`src/rtl/mod_n_sched_pkg.sv`:
```
// rtl/mod_n_sched_pkg.sv - shared state encodings and default widths for mod_n_sched
//
// Purpose : common definitions for the modulo-N run scheduler.
// Contents: state_t  - scheduler FSM states (IDLE, RUN, DONE)
//           DEF_WIDTH - default counter/modulus width
//           DEF_RPT_W - default repeat-count width
package mod_n_sched_pkg;

   typedef enum logic [1:0] {
      ST_IDLE = 2'd0,
      ST_RUN  = 2'd1,
      ST_DONE = 2'd2
   } state_t;

   localparam int DEF_WIDTH = 9;
   localparam int DEF_RPT_W = 8;

endpackage

```
`src/rtl/mod_n_rt.sv`:
```
// rtl/mod_n_rt.sv - modulo counter with run-time modulus, enable, clear and wrap strobe
//
// Purpose : counts 0..modulus-1 on enabled edges and flags each wrap one cycle later.
// Ports   : clk     in  system clock
//           rst     in  asynchronous active-low reset
//           clr     in  synchronous clear (val and wrap to 0), overrides ce
//           ce      in  count enable
//           modulus in  count period N (caller keeps it stable while counting)
//           val     out current count
//           at_top  out val == N-1, i.e. the next enabled edge wraps
//           wrap    out registered pulse, high in the cycle after a wrap edge
module mod_n_rt
   import mod_n_sched_pkg::*;
#(
   parameter int WIDTH = DEF_WIDTH
) (
   input  logic             clk,
   input  logic             rst,
   input  logic             clr,
   input  logic             ce,
   input  logic [WIDTH-1:0] modulus,
   output logic [WIDTH-1:0] val,
   output logic             at_top,
   output logic             wrap
);

   localparam logic [WIDTH-1:0] ONE = 1;

   logic [WIDTH-1:0] top_val;

   // Compared at WIDTH bits; N=1 makes top_val 0 so every enabled edge wraps.
   assign top_val = modulus - ONE;
   assign at_top  = (val == top_val);

   always_ff @(posedge clk or negedge rst) begin
      if (!rst) begin
         val  <= '0;
         wrap <= 1'b0;
      end else if (clr) begin
         val  <= '0;
         wrap <= 1'b0;
      end else if (ce) begin
         wrap <= at_top;
         val  <= at_top ? '0 : val + ONE;
      end else begin
         wrap <= 1'b0;
      end
   end

endmodule

```
`src/rtl/mod_n_sched.sv`:
```
// rtl/mod_n_sched.sv - run-time scheduler sequencing a modulo-N counter through repeated periods
//
// Purpose : accepts start with modulus/repeat count, runs the counter for that many
//           periods (or forever when repeats=0) gated by ce, with busy/done/wrap/err.
// Ports   : clk        in  system clock
//           rst        in  asynchronous active-low reset
//           start      in  begin a run (IDLE only)
//           stop       in  abort (RUN only); beats start when both are high in IDLE
//           ce         in  count enable
//           modulus    in  period N, sampled on accepted start
//           repeats    in  number of periods, 0 = free-run
//           val        out current count 0..N-1
//           wrap       out pulse in the cycle after val went N-1 -> 0
//           busy       out high in RUN
//           done       out one-cycle completion pulse
//           wraps_left out remaining periods (0 in free-run)
//           err        out pulse when start is rejected for modulus=0
module mod_n_sched
   import mod_n_sched_pkg::*;
#(
   parameter int WIDTH = DEF_WIDTH,
   parameter int RPT_W = DEF_RPT_W
) (
   input  logic             clk,
   input  logic             rst,
   input  logic             start,
   input  logic             stop,
   input  logic             ce,
   input  logic [WIDTH-1:0] modulus,
   input  logic [RPT_W-1:0] repeats,
   output logic [WIDTH-1:0] val,
   output logic             wrap,
   output logic             busy,
   output logic             done,
   output logic [RPT_W-1:0] wraps_left,
   output logic             err
);

   localparam logic [RPT_W-1:0] RPT_ONE = 1;

   state_t           state_q, state_d;
   logic [WIDTH-1:0] mod_q;
   logic [RPT_W-1:0] rpt_q;
   logic [RPT_W-1:0] left_q;
   logic             err_q;

   logic             accept;
   logic             abort;
   logic             err_d;
   logic             cnt_ce;
   logic             cnt_clr;
   logic             at_top;
   logic             period_end;

   mod_n_rt #(.WIDTH(WIDTH)) u_cnt (
      .clk     (clk),
      .rst     (rst),
      .clr     (cnt_clr),
      .ce      (cnt_ce),
      .modulus (mod_q),
      .val     (val),
      .at_top  (at_top),
      .wrap    (wrap)
   );

   // A wrap edge that consumes a counted period (only when a repeat count was given).
   assign period_end = cnt_ce && at_top && (rpt_q != '0);

   always_comb begin
      state_d = state_q;
      accept  = 1'b0;
      abort   = 1'b0;
      err_d   = 1'b0;
      cnt_ce  = 1'b0;
      cnt_clr = 1'b0;
      unique case (state_q)
         ST_IDLE: begin
            // stop suppresses both acceptance and the modulus=0 error
            if (start && !stop) begin
               if (modulus != '0) begin
                  accept  = 1'b1;
                  cnt_clr = 1'b1;
                  state_d = ST_RUN;
               end else begin
                  err_d = 1'b1;
               end
            end
         end
         ST_RUN: begin
            if (stop) begin
               abort   = 1'b1;
               cnt_clr = 1'b1;
               state_d = ST_IDLE;
            end else if (ce) begin
               cnt_ce = 1'b1;
               if (at_top && (rpt_q != '0) && (left_q == RPT_ONE)) begin
                  state_d = ST_DONE;
               end
            end
         end
         ST_DONE: begin
            state_d = ST_IDLE;
         end
         default: begin
            state_d = ST_IDLE;
         end
      endcase
   end

   always_ff @(posedge clk or negedge rst) begin
      if (!rst) begin
         state_q <= ST_IDLE;
         mod_q   <= '0;
         rpt_q   <= '0;
         left_q  <= '0;
         err_q   <= 1'b0;
      end else begin
         state_q <= state_d;
         err_q   <= err_d;
         if (accept) begin
            mod_q  <= modulus;
            rpt_q  <= repeats;
            left_q <= repeats;
         end else if (abort) begin
            left_q <= '0;
         end else if (period_end) begin
            left_q <= left_q - RPT_ONE;
         end
      end
   end

   assign busy       = (state_q == ST_RUN);
   assign done       = (state_q == ST_DONE);
   assign wraps_left = left_q;
   assign err        = err_q;

endmodule

```
`config.mk`:
```
export PLATFORM = sky130hd
export DESIGN_NAME = mod_n_sched
export DESIGN_NICKNAME = d
export VERILOG_FILES = /design/src/rtl/mod_n_sched_pkg.sv /design/src/rtl/mod_n_rt.sv /design/src/rtl/mod_n_sched.sv
export SDC_FILE = /design/constraint.sdc
export NUM_CORES = 1
export LEC_CHECK = 0
export CORE_MARGIN = 3
export CORE_UTILIZATION = 47
export CTS_CLUSTER_SIZE = 25
export DETAILED_ROUTE_END_ITERATION = 8
export PLACE_DENSITY_LB_ADDON = 0.25
export SETUP_SLACK_MARGIN = 0.1
export SYNTH_ARGS = -nofsm -noshare
export SYNTH_HDL_FRONTEND = slang
export SYNTH_SLANG_ARGS = --single-unit
```
`constraint.sdc`:
```
create_clock -name clk -period 2.3 [get_ports clk]
set_clock_uncertainty 0.1 [all_clocks]
set_input_delay 0.46 -clock clk [delete_from_list [all_inputs] [get_ports clk]]
set_output_delay 0.46 -clock clk [all_outputs]
set_load 0.02 [all_outputs]
```
* Word-level counts from Yosys, hierarchy flattened
Cells that the tools add are included.
** Storage, ports and cells
- Flip-flop bits (word level) :: 38
- Bits of input ports :: 22
- Word-level logic and storage cells :: 56
** Cells by class
- $add $sub $neg :: 3
- Eq/ne operators :: 8
- Mux-type cells :: 26
- Reduce and logical (&&, ||, !) cells :: 12
** Operators with widths (number)
- two-way mux 9 bit :: 3
- two-way mux 8 bit :: 3
- two-way mux 1 bit :: 13
- two-way mux 2 bit :: 5
- adder 9 x 1 -> 9 bit, second input constant :: 1
- == test 9 bit :: 1
- nonzero test 9 bit :: 1
- subtractor 9 x 1 -> 9 bit, second input constant :: 1
- == test 8 x 1 -> 1 bit, second input constant :: 1
- nonzero test 8 bit :: 1
- subtractor 8 x 1 -> 8 bit, second input constant :: 1
- logical AND 1 bit :: 5
- inequality test 2 bit, second input constant :: 2
- one-hot mux 2 bit (2 select lines) :: 1
- AND reduction 4 bit :: 1
- inequality test 3 x 2 -> 1 bit, second input constant :: 1
- inequality test 3 bit, second input constant :: 1
- nonzero test 3 bit :: 1
- == test 2 x 1 -> 1 bit, second input constant :: 1
- == test 2 bit, second input constant :: 1
- zero test 2 bit :: 1
- one-hot mux 1 bit (2 select lines) :: 1
- nonzero test 2 bit :: 1
- zero test 1 bit :: 1

* Longest topological paths before layout
Gate-level depths: netlist (run 1).
- Depth after elaboration :: 8
- Depth in mapped cells :: 9
- Gate-level depth less buffers :: 8

* Hierarchy
From an unflattened synthesis (run 1), not the netlist that was laid out.
** Second synthesis, totals
- Cells, all modules :: 233
- Area total of the unflattened synthesis :: 2299.7 µm²
** Modules (own cells, without submodules)
- mod_n_sched :: instances 1, cells an instance 131, area each 1441.4 µm², sequential area each 700.7 µm²
- mod_n_rt :: instances 1, cells an instance 102, area each 858.3 µm², sequential area each 250.2 µm²

* Worst setup path after synthesis (run 1)
OpenSTA, ideal clock, no wires.
- Kind :: reg2reg
- Start point :: register mod_q[2]
- End point :: register left_q[0] (netlist: wraps_left[0])
- Setup time :: 0.130 ns
- Arrival time :: 2.258 ns
- Setup slack :: -0.189 ns
- Stages on the path, launching flop included :: 7
- Buffers on the path :: 0
- Period minus slack after synthesis :: 2.489 ns
- Cells stage by stage :: dfrtp_1 or3_1 or3_4 a2111oi_4 nand3_2 o41ai_1 a21oi_1
** On the way
- Cells in the longest elaborated chain, start to end :: 5
** Ends and longest elaborated chain
- start, declared :: RTL line mod_n_sched.sv:42 : logic [WIDTH-1:0] mod_q;
- start signal, assigned :: RTL line mod_n_sched.sv:121 : mod_q <= modulus;
- subtractor 9 x 1 -> 9 bit :: RTL line mod_n_rt.sv:32 : assign top_val = modulus - ONE;
- == test 9 bit :: RTL line mod_n_rt.sv:33 : assign at_top = (val == top_val);
- logical AND 1 bit (2 in series) :: RTL line mod_n_sched.sv:67 : assign period_end = cnt_ce && at_top && (rpt_q != '0);
- nonzero test 3 bit (no source line)
- end signal, assigned :: RTL line mod_n_sched.sv:123 : left_q <= repeats;
- end signal, assigned :: RTL line mod_n_sched.sv:127 : left_q <= left_q - RPT_ONE;
- end, declared :: RTL line mod_n_sched.sv:44 : logic [RPT_W-1:0] left_q;
Every way passes these cells.
A chain may end at the register's enable or synchronous reset.

* Final worst setup path (run 1)
- Start point :: register mod_q[4]
- End point :: register left_q[4] (netlist: wraps_left[4])
Same word-level chain as after synthesis.

==> impl_metrics.env, run 1 <==
export IMPL_status="finished with violations"
export IMPL_violations="negative setup slack"
export IMPL_cts_max_level=2
export IMPL_final_cell_area_mm2=0.003485
export IMPL_fin_ws_ns=-0.2256
export IMPL_numClockSinks=38
export IMPL_synth_top_area_share_pct=42.43
export IMPL_comb_power_share_pct=42.9
export IMPL_gr_usage_all_layers_pct=23.48
export IMPL_syn_num_nets=272
export IMPL_synth_main_ff_cell="dfrtp_1"
export IMPL_row_count=24
export IMPL_p_int_mw=1.504
export IMPL_hold_class="in2async"
export IMPL_setup_viol=18
export IMPL_drt_pass1_iter_count=4
export IMPL_num_antenna_cells=0
export IMPL_vias=2300
export IMPL_clkLatencyLatePin_ns=0.28
export IMPL_wirelength_mm=6.959
export IMPL_nFillCells=295
export IMPL_rsz0062_at_grt="yes"
export IMPL_report_final_slew_viol_count=0
export IMPL_synth_seq_cells=38
export IMPL_fin_tns_setup_ns=-2.442
export IMPL_clock_root_buffer="clkbuf_8"
export IMPL_syn_avg_cell_area_um2=9.109
export IMPL_clkPwrFrac_pct=19.8
export IMPL_synth_cell_types=53
export IMPL_start_kind="register"
export IMPL_fin_crit_ns=2.526
export IMPL_grt_pass1_vias=2207
export IMPL_viasPerCell=5.838
export IMPL_seqPwrFrac_pct=37.3
export IMPL_start_util_pct=50.08
export IMPL_numCtsBuffers=5
export IMPL_critical_path_class="reg2reg"
export IMPL_grt_max_degree=39
export IMPL_dpl_instance_area_mm2=0.003013
export IMPL_yosysTopAreaCell="dfrtp_1"
export IMPL_final_layout_size_suffix_gt1_share_pct=30.70
export IMPL_drc_errors=0
export IMPL_vdd_drop_max_uv=344.9
export IMPL_seq_area_frac_synth_pct=42.43
export IMPL_wl_met2_mm=3.495
export IMPL_setup_worst_path_end_class="register"
export IMPL_utilization_pct=77.88
export IMPL_route_layer_met1_wl_mm=2.966
export IMPL_power_density_mw_per_mm2=688.8
export IMPL_dieArea_mm2=0.005633
export IMPL_area_growth_pct=55.50
export IMPL_syn_area_mm2=0.002241
export IMPL_synth_edf_count=0
export IMPL_critPathArrivalTime_ns=2.63
export IMPL_max_freq_mhz=395.9
export IMPL_drt_iter0_markers=175
export IMPL_synthArstFlopShare_pct=100.0
export IMPL_port_buffers=42
export IMPL_worst_pin_slew_ns=0.5530
export IMPL_wire_per_inst_um=17.66
export IMPL_place_worst_setup_slack_ns=-0.6065
export IMPL_top_layer="met4"
export IMPL_synth_area_top_cells="dfrtp_1 (42%), nand2_1 (4.9%), o21ai_0 (4.5%)"
export IMPL_swShare_pct=37.32
export IMPL_die_y_um=75.05
export IMPL_postSynthCellCount=246
export IMPL_dp_hpwl_mm=4.282
export IMPL_crit_fanout=5
export IMPL_antenna_found_initial=0
export IMPL_dr_wl_met3_um=330
export IMPL_globalplace_congestion=0.8027
export IMPL_fp_dieW_um=75.05
export IMPL_required_ns=2.40
export IMPL_switchingPower_uw=895.8
export IMPL_cts_tree="yes"
export IMPL_overflow=0
export IMPL_p_leak_nw=1.455
export IMPL_final_nets=367
export IMPL_final_antenna_net_count=0
export IMPL_ys_warn_count=0
export IMPL_core_area_mm2=0.004474
export IMPL_fin_crit_sh_pct=109.8
export IMPL_grt_pass1_wl_mm=10.14
export IMPL_ioPinCount=43
export IMPL_slew_headroom_pct=62.61
export IMPL_ctsLongestPathBuffers=2
export IMPL_maxCapViolations=0
export IMPL_cts_hold_buf=0
export IMPL_finalHoldViolCount=0
export IMPL_clk_pin_slew_ns=0.07
## synthesized netlist by cell type (2+ instances only)
library cell,count
a21oi_1,14
a2bb2oi_1,6
a31oi_1,3
and2_1,2
and3_1,3
and3b_1,2
and4_1,2
clkbuf_1,5
dfrtp_1,38
ha_1,4
inv_1,16
mux2_2,6
nand2_1,29
nand3_1,8
nor2_1,13
nor2b_1,5
nor3_1,10
nor3b_1,2
nor4_1,3
nor4b_1,2
o21ai_0,20
o21ai_1,8
o221ai_1,2
or3_1,3
or4_1,2
xnor2_1,11
## worst max-delay path, stage by stage (launching register included)
cell and delay (ns):
dfrtp_1 0.40, or3_4 0.39, or3_4 0.39, a2111oi_4 0.33, buf_4 0.21, o2111ai_4 0.18, a22oi_1 0.24, a2bb2oi_1 0.20
## through the flow
step	hold WS, ns	power (mW)	std cells
2_1_floorplan	0.06441	1.364	246
3_3_place_gp	0.4176	1.728	369
3_5_place_dp	0.4237	1.747	369
4_1_cts	0.1447	2.275	388
5_1_grt	0.1588	2.507	394
6_report	0.1181	2.400	394
## metal layers
metal,GRT usage [%],up-vias
met2,40.14,83
met5,0,-
li1,-,1089
met4,5.929,0
met1,31.43,1111
met3,3.071,17
## path summary, 6_finish.rpt
check | startpoint | endpoint | slack [ns] | cells after the start
min in group clk | rpt_q[5]$_DFFE_PN0P_ | rpt_q[5]$_DFFE_PN0P_ | 0.44 | 2
worst min register to register | rpt_q[5]$_DFFE_PN0P_ | rpt_q[5]$_DFFE_PN0P_ | 0.44 | 2
worst max-delay path | mod_q[4]$_DFFE_PN0P_ | wraps_left[4]$_DFFE_PN0P_ | -0.23 | 7
worst min-delay path | rst | mod_q[2]$_DFFE_PN0P_ | 0.12 | 2
max in group asynchronous | rst | wraps_left[0]$_DFFE_PN0P_ | 1.62 | 2
worst max register to register | mod_q[4]$_DFFE_PN0P_ | wraps_left[4]$_DFFE_PN0P_ | -0.23 | 7
## logic make-up after synthesis
kind of cell / count (synthesis) / synth area share, %
AND/OR/NAND/NOR: 96 / 23.06
flip-flops: 38 / 42.43
XOR/XNOR: 12 / 4.690
AO/OA/AOI/OAI: 68 / 20.55
buffers and inverters: 22 / 4.020
adder cells (fa/ha/maj): 4 / 2.233
multiplexers: 6 / 3.015
## area by class of cell
cell class	instances	area (um2)	area share, %
multi-input cells	187	1449	41.58
flip-flops and latches	38	950.9	27.29
repair buffers	93	868.3	24.92
clock buffers	7	86.33	2.478
well taps	52	65.06	1.867
inverters	16	60.06	1.724
clock inverters	1	5.005	0.1436
## flip-flops by register name, indices dropped and copies added, names as in the netlist
register    cells
rpt_q           8
u_cnt.wrap      1
state_q         2
mod_q           9
err             1
wraps_left      8
u_cnt.val       9
## power by group through the flow
stage / Clock, mW / Combinational (mW) / Sequential (mW)
after floorplan: 0 / 0.435 / 0.929
after global routing: 0.502 / 1.10 / 0.909
final: 0.476 / 1.03 / 0.894
after global placement: 0 / 0.842 / 0.886
after CTS: 0.476 / 0.919 / 0.880
after detailed placement: 0 / 0.860 / 0.887
## cell usage in the layout (no fill, tap or decap), types with 3 or more instances in the layout
cell type / Yosys / layout
a21oi_1: 14 / 9
a21oi_2: 0 / 4
a2bb2oi_1: 6 / 4
and3_1: 3 / 3
buf_12: 0 / 3
buf_2: 0 / 3
buf_4: 0 / 37
buf_6: 1 / 9
clkbuf_8: 0 / 6
clkdlybuf4s50_1: 0 / 38
dfrtp_1: 38 / 38
ha_1: 4 / 3
inv_1: 16 / 16
mux2_2: 6 / 5
nand2_1: 29 / 28
nand3_1: 8 / 8
nor2_1: 13 / 12
nor2b_1: 5 / 4
nor3_1: 10 / 8
o21ai_0: 20 / 17
o21ai_1: 8 / 4
o21ai_2: 0 / 6
xnor2_1: 11 / 11
## what timing repair did
item                                    in CTS  in global routing
endpoints found under the setup margin      26                 28
setup buffers                                8                  6
pin swaps                                   16                 11
gates resized for setup                     27                 29
hold endpoints to repair                     0                  0
gates cloned                                 3                  0
Note: power is estimated with default switching activity, not from simulation.
==> inputs of run 2 (changes only) <==
--- a/config.mk
+++ b/config.mk
@@ -6,10 +6,12 @@
 export NUM_CORES = 1
 export LEC_CHECK = 0
 export CORE_MARGIN = 3
-export CORE_UTILIZATION = 47
+export CORE_UTILIZATION = 45
 export CTS_CLUSTER_SIZE = 25
 export DETAILED_ROUTE_END_ITERATION = 8
+export DONT_BUFFER_PORTS = 1
 export PLACE_DENSITY_LB_ADDON = 0.25
+export RECOVER_POWER = 50
 export SETUP_SLACK_MARGIN = 0.1
 export SYNTH_ARGS = -nofsm -noshare
 export SYNTH_HDL_FRONTEND = slang
==> impl_metrics.env, run 2 (synthesis results as in run 1) <==
export IMPL_clk_pin_slew_ns=0.08
export IMPL_final_nets=322
export IMPL_dpl_instance_area_mm2=0.002564
export IMPL_maxCapViolations=0
export IMPL_hp_start="modulus[1]"
export IMPL_worst_pin_slew_ns=1.317
export IMPL_rsz0062_at_grt="yes"
export IMPL_grt_pass1_vias=2083
export IMPL_nFillCells=383
export IMPL_drc_errors=0
export IMPL_globalplace_congestion=0.8385
export IMPL_cts_max_level=2
export IMPL_final_cell_area_mm2=0.003042
export IMPL_critPathSlowestCell="a2111oi_4"
export IMPL_path_cells="or3_4 > or3_4 > a2111oi_4 > buf_4 > nand3_4 > buf_12 > o2111ai_2 > o311ai_1"
export IMPL_core_area_mm2=0.004755
export IMPL_ctsLongestPathBuffers=2
export IMPL_wire_per_inst_um=17.46
export IMPL_viasPerCell=5.742
export IMPL_setup_viol=18
export IMPL_final_layout_size_suffix_gt1_share_pct=31.31
export IMPL_final_cell_mix="dfrtp_1 (38), buf_4 (37), nand2_1 (29)"
export IMPL_startpoint="mod_q[2]$_DFFE_PN0P_"
export IMPL_setup_worst_path_end_class="register"
export IMPL_drt_iter0_markers=111
export IMPL_port_buffers=0
export IMPL_violations="negative setup slack"
export IMPL_final_common_cell="dfrtp_1"
export IMPL_die_y_um=76.57
export IMPL_clkLatencyLatePin_ns=0.30
export IMPL_ioPinCount=43
export IMPL_area_growth_pct=35.73
export IMPL_max_freq_mhz=379.3
export IMPL_overflow=0
export IMPL_status="finished with violations"
export IMPL_regToRegSetupSlack_ns=-0.34
export IMPL_final_antenna_net_count=0
export IMPL_r2r_start="mod_q[2]$_DFFE_PN0P_"
export IMPL_slew_headroom_pct=12.19
export IMPL_wl_met2_mm=3.133
export IMPL_drt_pass1_iter_count=4
export IMPL_grt_pass1_wl_mm=10.23
export IMPL_route_layer_met1_wl_mm=2.718
export IMPL_power_mw=2.293
export IMPL_crit_top_cell="or3_4"
export IMPL_fin_crit_sh_pct=114.6
export IMPL_numCtsBuffers=5
export IMPL_num_antenna_cells=0
export IMPL_slowest_delay_ns=0.47
export IMPL_row_count=25
export IMPL_numClockSinks=38
export IMPL_wirelength_mm=6.355
export IMPL_finalHoldViolCount=0
export IMPL_cp_endpoint="u_cnt.val[5]$_DFFE_PN0P_"
export IMPL_rr_endpoint="u_cnt.val[5]$_DFFE_PN0P_"
export IMPL_p_leak_nw=1.264
export IMPL_gr_usage_all_layers_pct=21.98
export IMPL_crit_fanout=5
export IMPL_top_layer="met4"
export IMPL_utilization_pct=63.97
export IMPL_report_final_slew_viol_count=0
export IMPL_critPathArrivalTime_ns=2.70
export IMPL_hold_ws_ns=0.1789
export IMPL_vdd_drop_max_uv=331.2
export IMPL_cts_tree="yes"
export IMPL_start_kind="register"
export IMPL_dr_wl_met3_um=392
export IMPL_hold_class="in2reg"
export IMPL_critical_path_class="reg2reg"
export IMPL_dp_hpwl_mm=4.215
export IMPL_vias=2090
export IMPL_fin_ws_ns=-0.3365
export IMPL_place_worst_setup_slack_ns=-0.2683
export IMPL_required_ns=2.36
export IMPL_dieArea_mm2=0.005862
export IMPL_start_util_pct=47.13
export IMPL_grt_max_degree=39
export IMPL_fin_crit_ns=2.636
export IMPL_fp_dieW_um=76.57
export IMPL_power_density_mw_per_mm2=753.9
export IMPL_reg_largest_list="mod_q (9), u_cnt.val (9)"
export IMPL_clock_root_buffer="clkbuf_8"
export IMPL_antenna_found_initial=0
export IMPL_r2r_cells=8
run 2: changes by cell type in the layout (fill, tap and decap cells not counted), moves of 3 or more:
cell | previous run | this run
o21ai_1 | 4 | 8
buf_2 | 3 | 0
buf_6 | 9 | 5
clkdlybuf4s50_1 | 38 | 0
o21ai_2 | 6 | 1
run 2: metal layers:
metal,GRT usage [%],up-vias
met1,28.55,1012
li1,-,1002
met4,7.428,0
met5,0,-
met2,36.12,66
met3,4.965,10
run 2: what timing repair did:
| item | 4_1_cts | 5_1_grt |
|---|---|---|
| pin swaps | 4 | 13 |
| cloned | 1 | 0 |
| setup buffers | 11 | 2 |
| gates resized for setup | 18 | 19 |
| endpoints found under the setup margin | 25 | 19 |
| hold buffers | 2 | 0 |
| hold endpoints to repair | 38 | 0 |
run 2: critical path: cells and delay by family, from the launching register on:
kind / cells / cell delay, ns
DFF: 1 / 0.39
and+or+nand+nor: 3 / 0.90
AOI/OAI and AO/OA: 3 / 0.76
buffers and inverters: 2 / 0.35
run 2: report_power, final:
| part | internal [mW] | total [mW] | switching, mW |
|---|---|---|---|
| logic | 0.387 | 0.819 | 0.432 |
| clock network | 0.303 | 0.547 | 0.244 |
| registers | 0.774 | 0.927 | 0.153 |
run 2: per-stage QoR:
step / TNS, ns / cells
floorplan: -0.9691 / 246
global placement: -2.508 / 340
detailed placement: -3.455 / 340
CTS: -2.701 / 362
global route: -6.543 / 364
finish: -4.770 / 364
run 2: how the worst min path moves through the flow:
stage | endpoint | cells past startpoint
3_3_place_gp | rpt_q[5]$_DFFE_PN0P_ | 0
4_1_cts | mod_q[1]$_DFFE_PN0P_ | 2
3_5_place_dp | wraps_left[5]$_DFFE_PN0P_ | 0
2_1_floorplan | err$_DFF_PN0_ | 0
5_1_grt | mod_q[1]$_DFFE_PN0P_ | 2
6_report | mod_q[1]$_DFFE_PN0P_ | 2
run 2: area by class of cell:
cell class | instances | area, um2 | share of cell area (%)
inverter | 16 | 60.06 | 1.974
clock buffer | 8 | 110.1 | 3.620
timing repair buffer | 49 | 461.7 | 15.18
sequential | 38 | 950.9 | 31.26
tap | 67 | 83.83 | 2.756
multi-input combinational | 186 | 1375 | 45.21
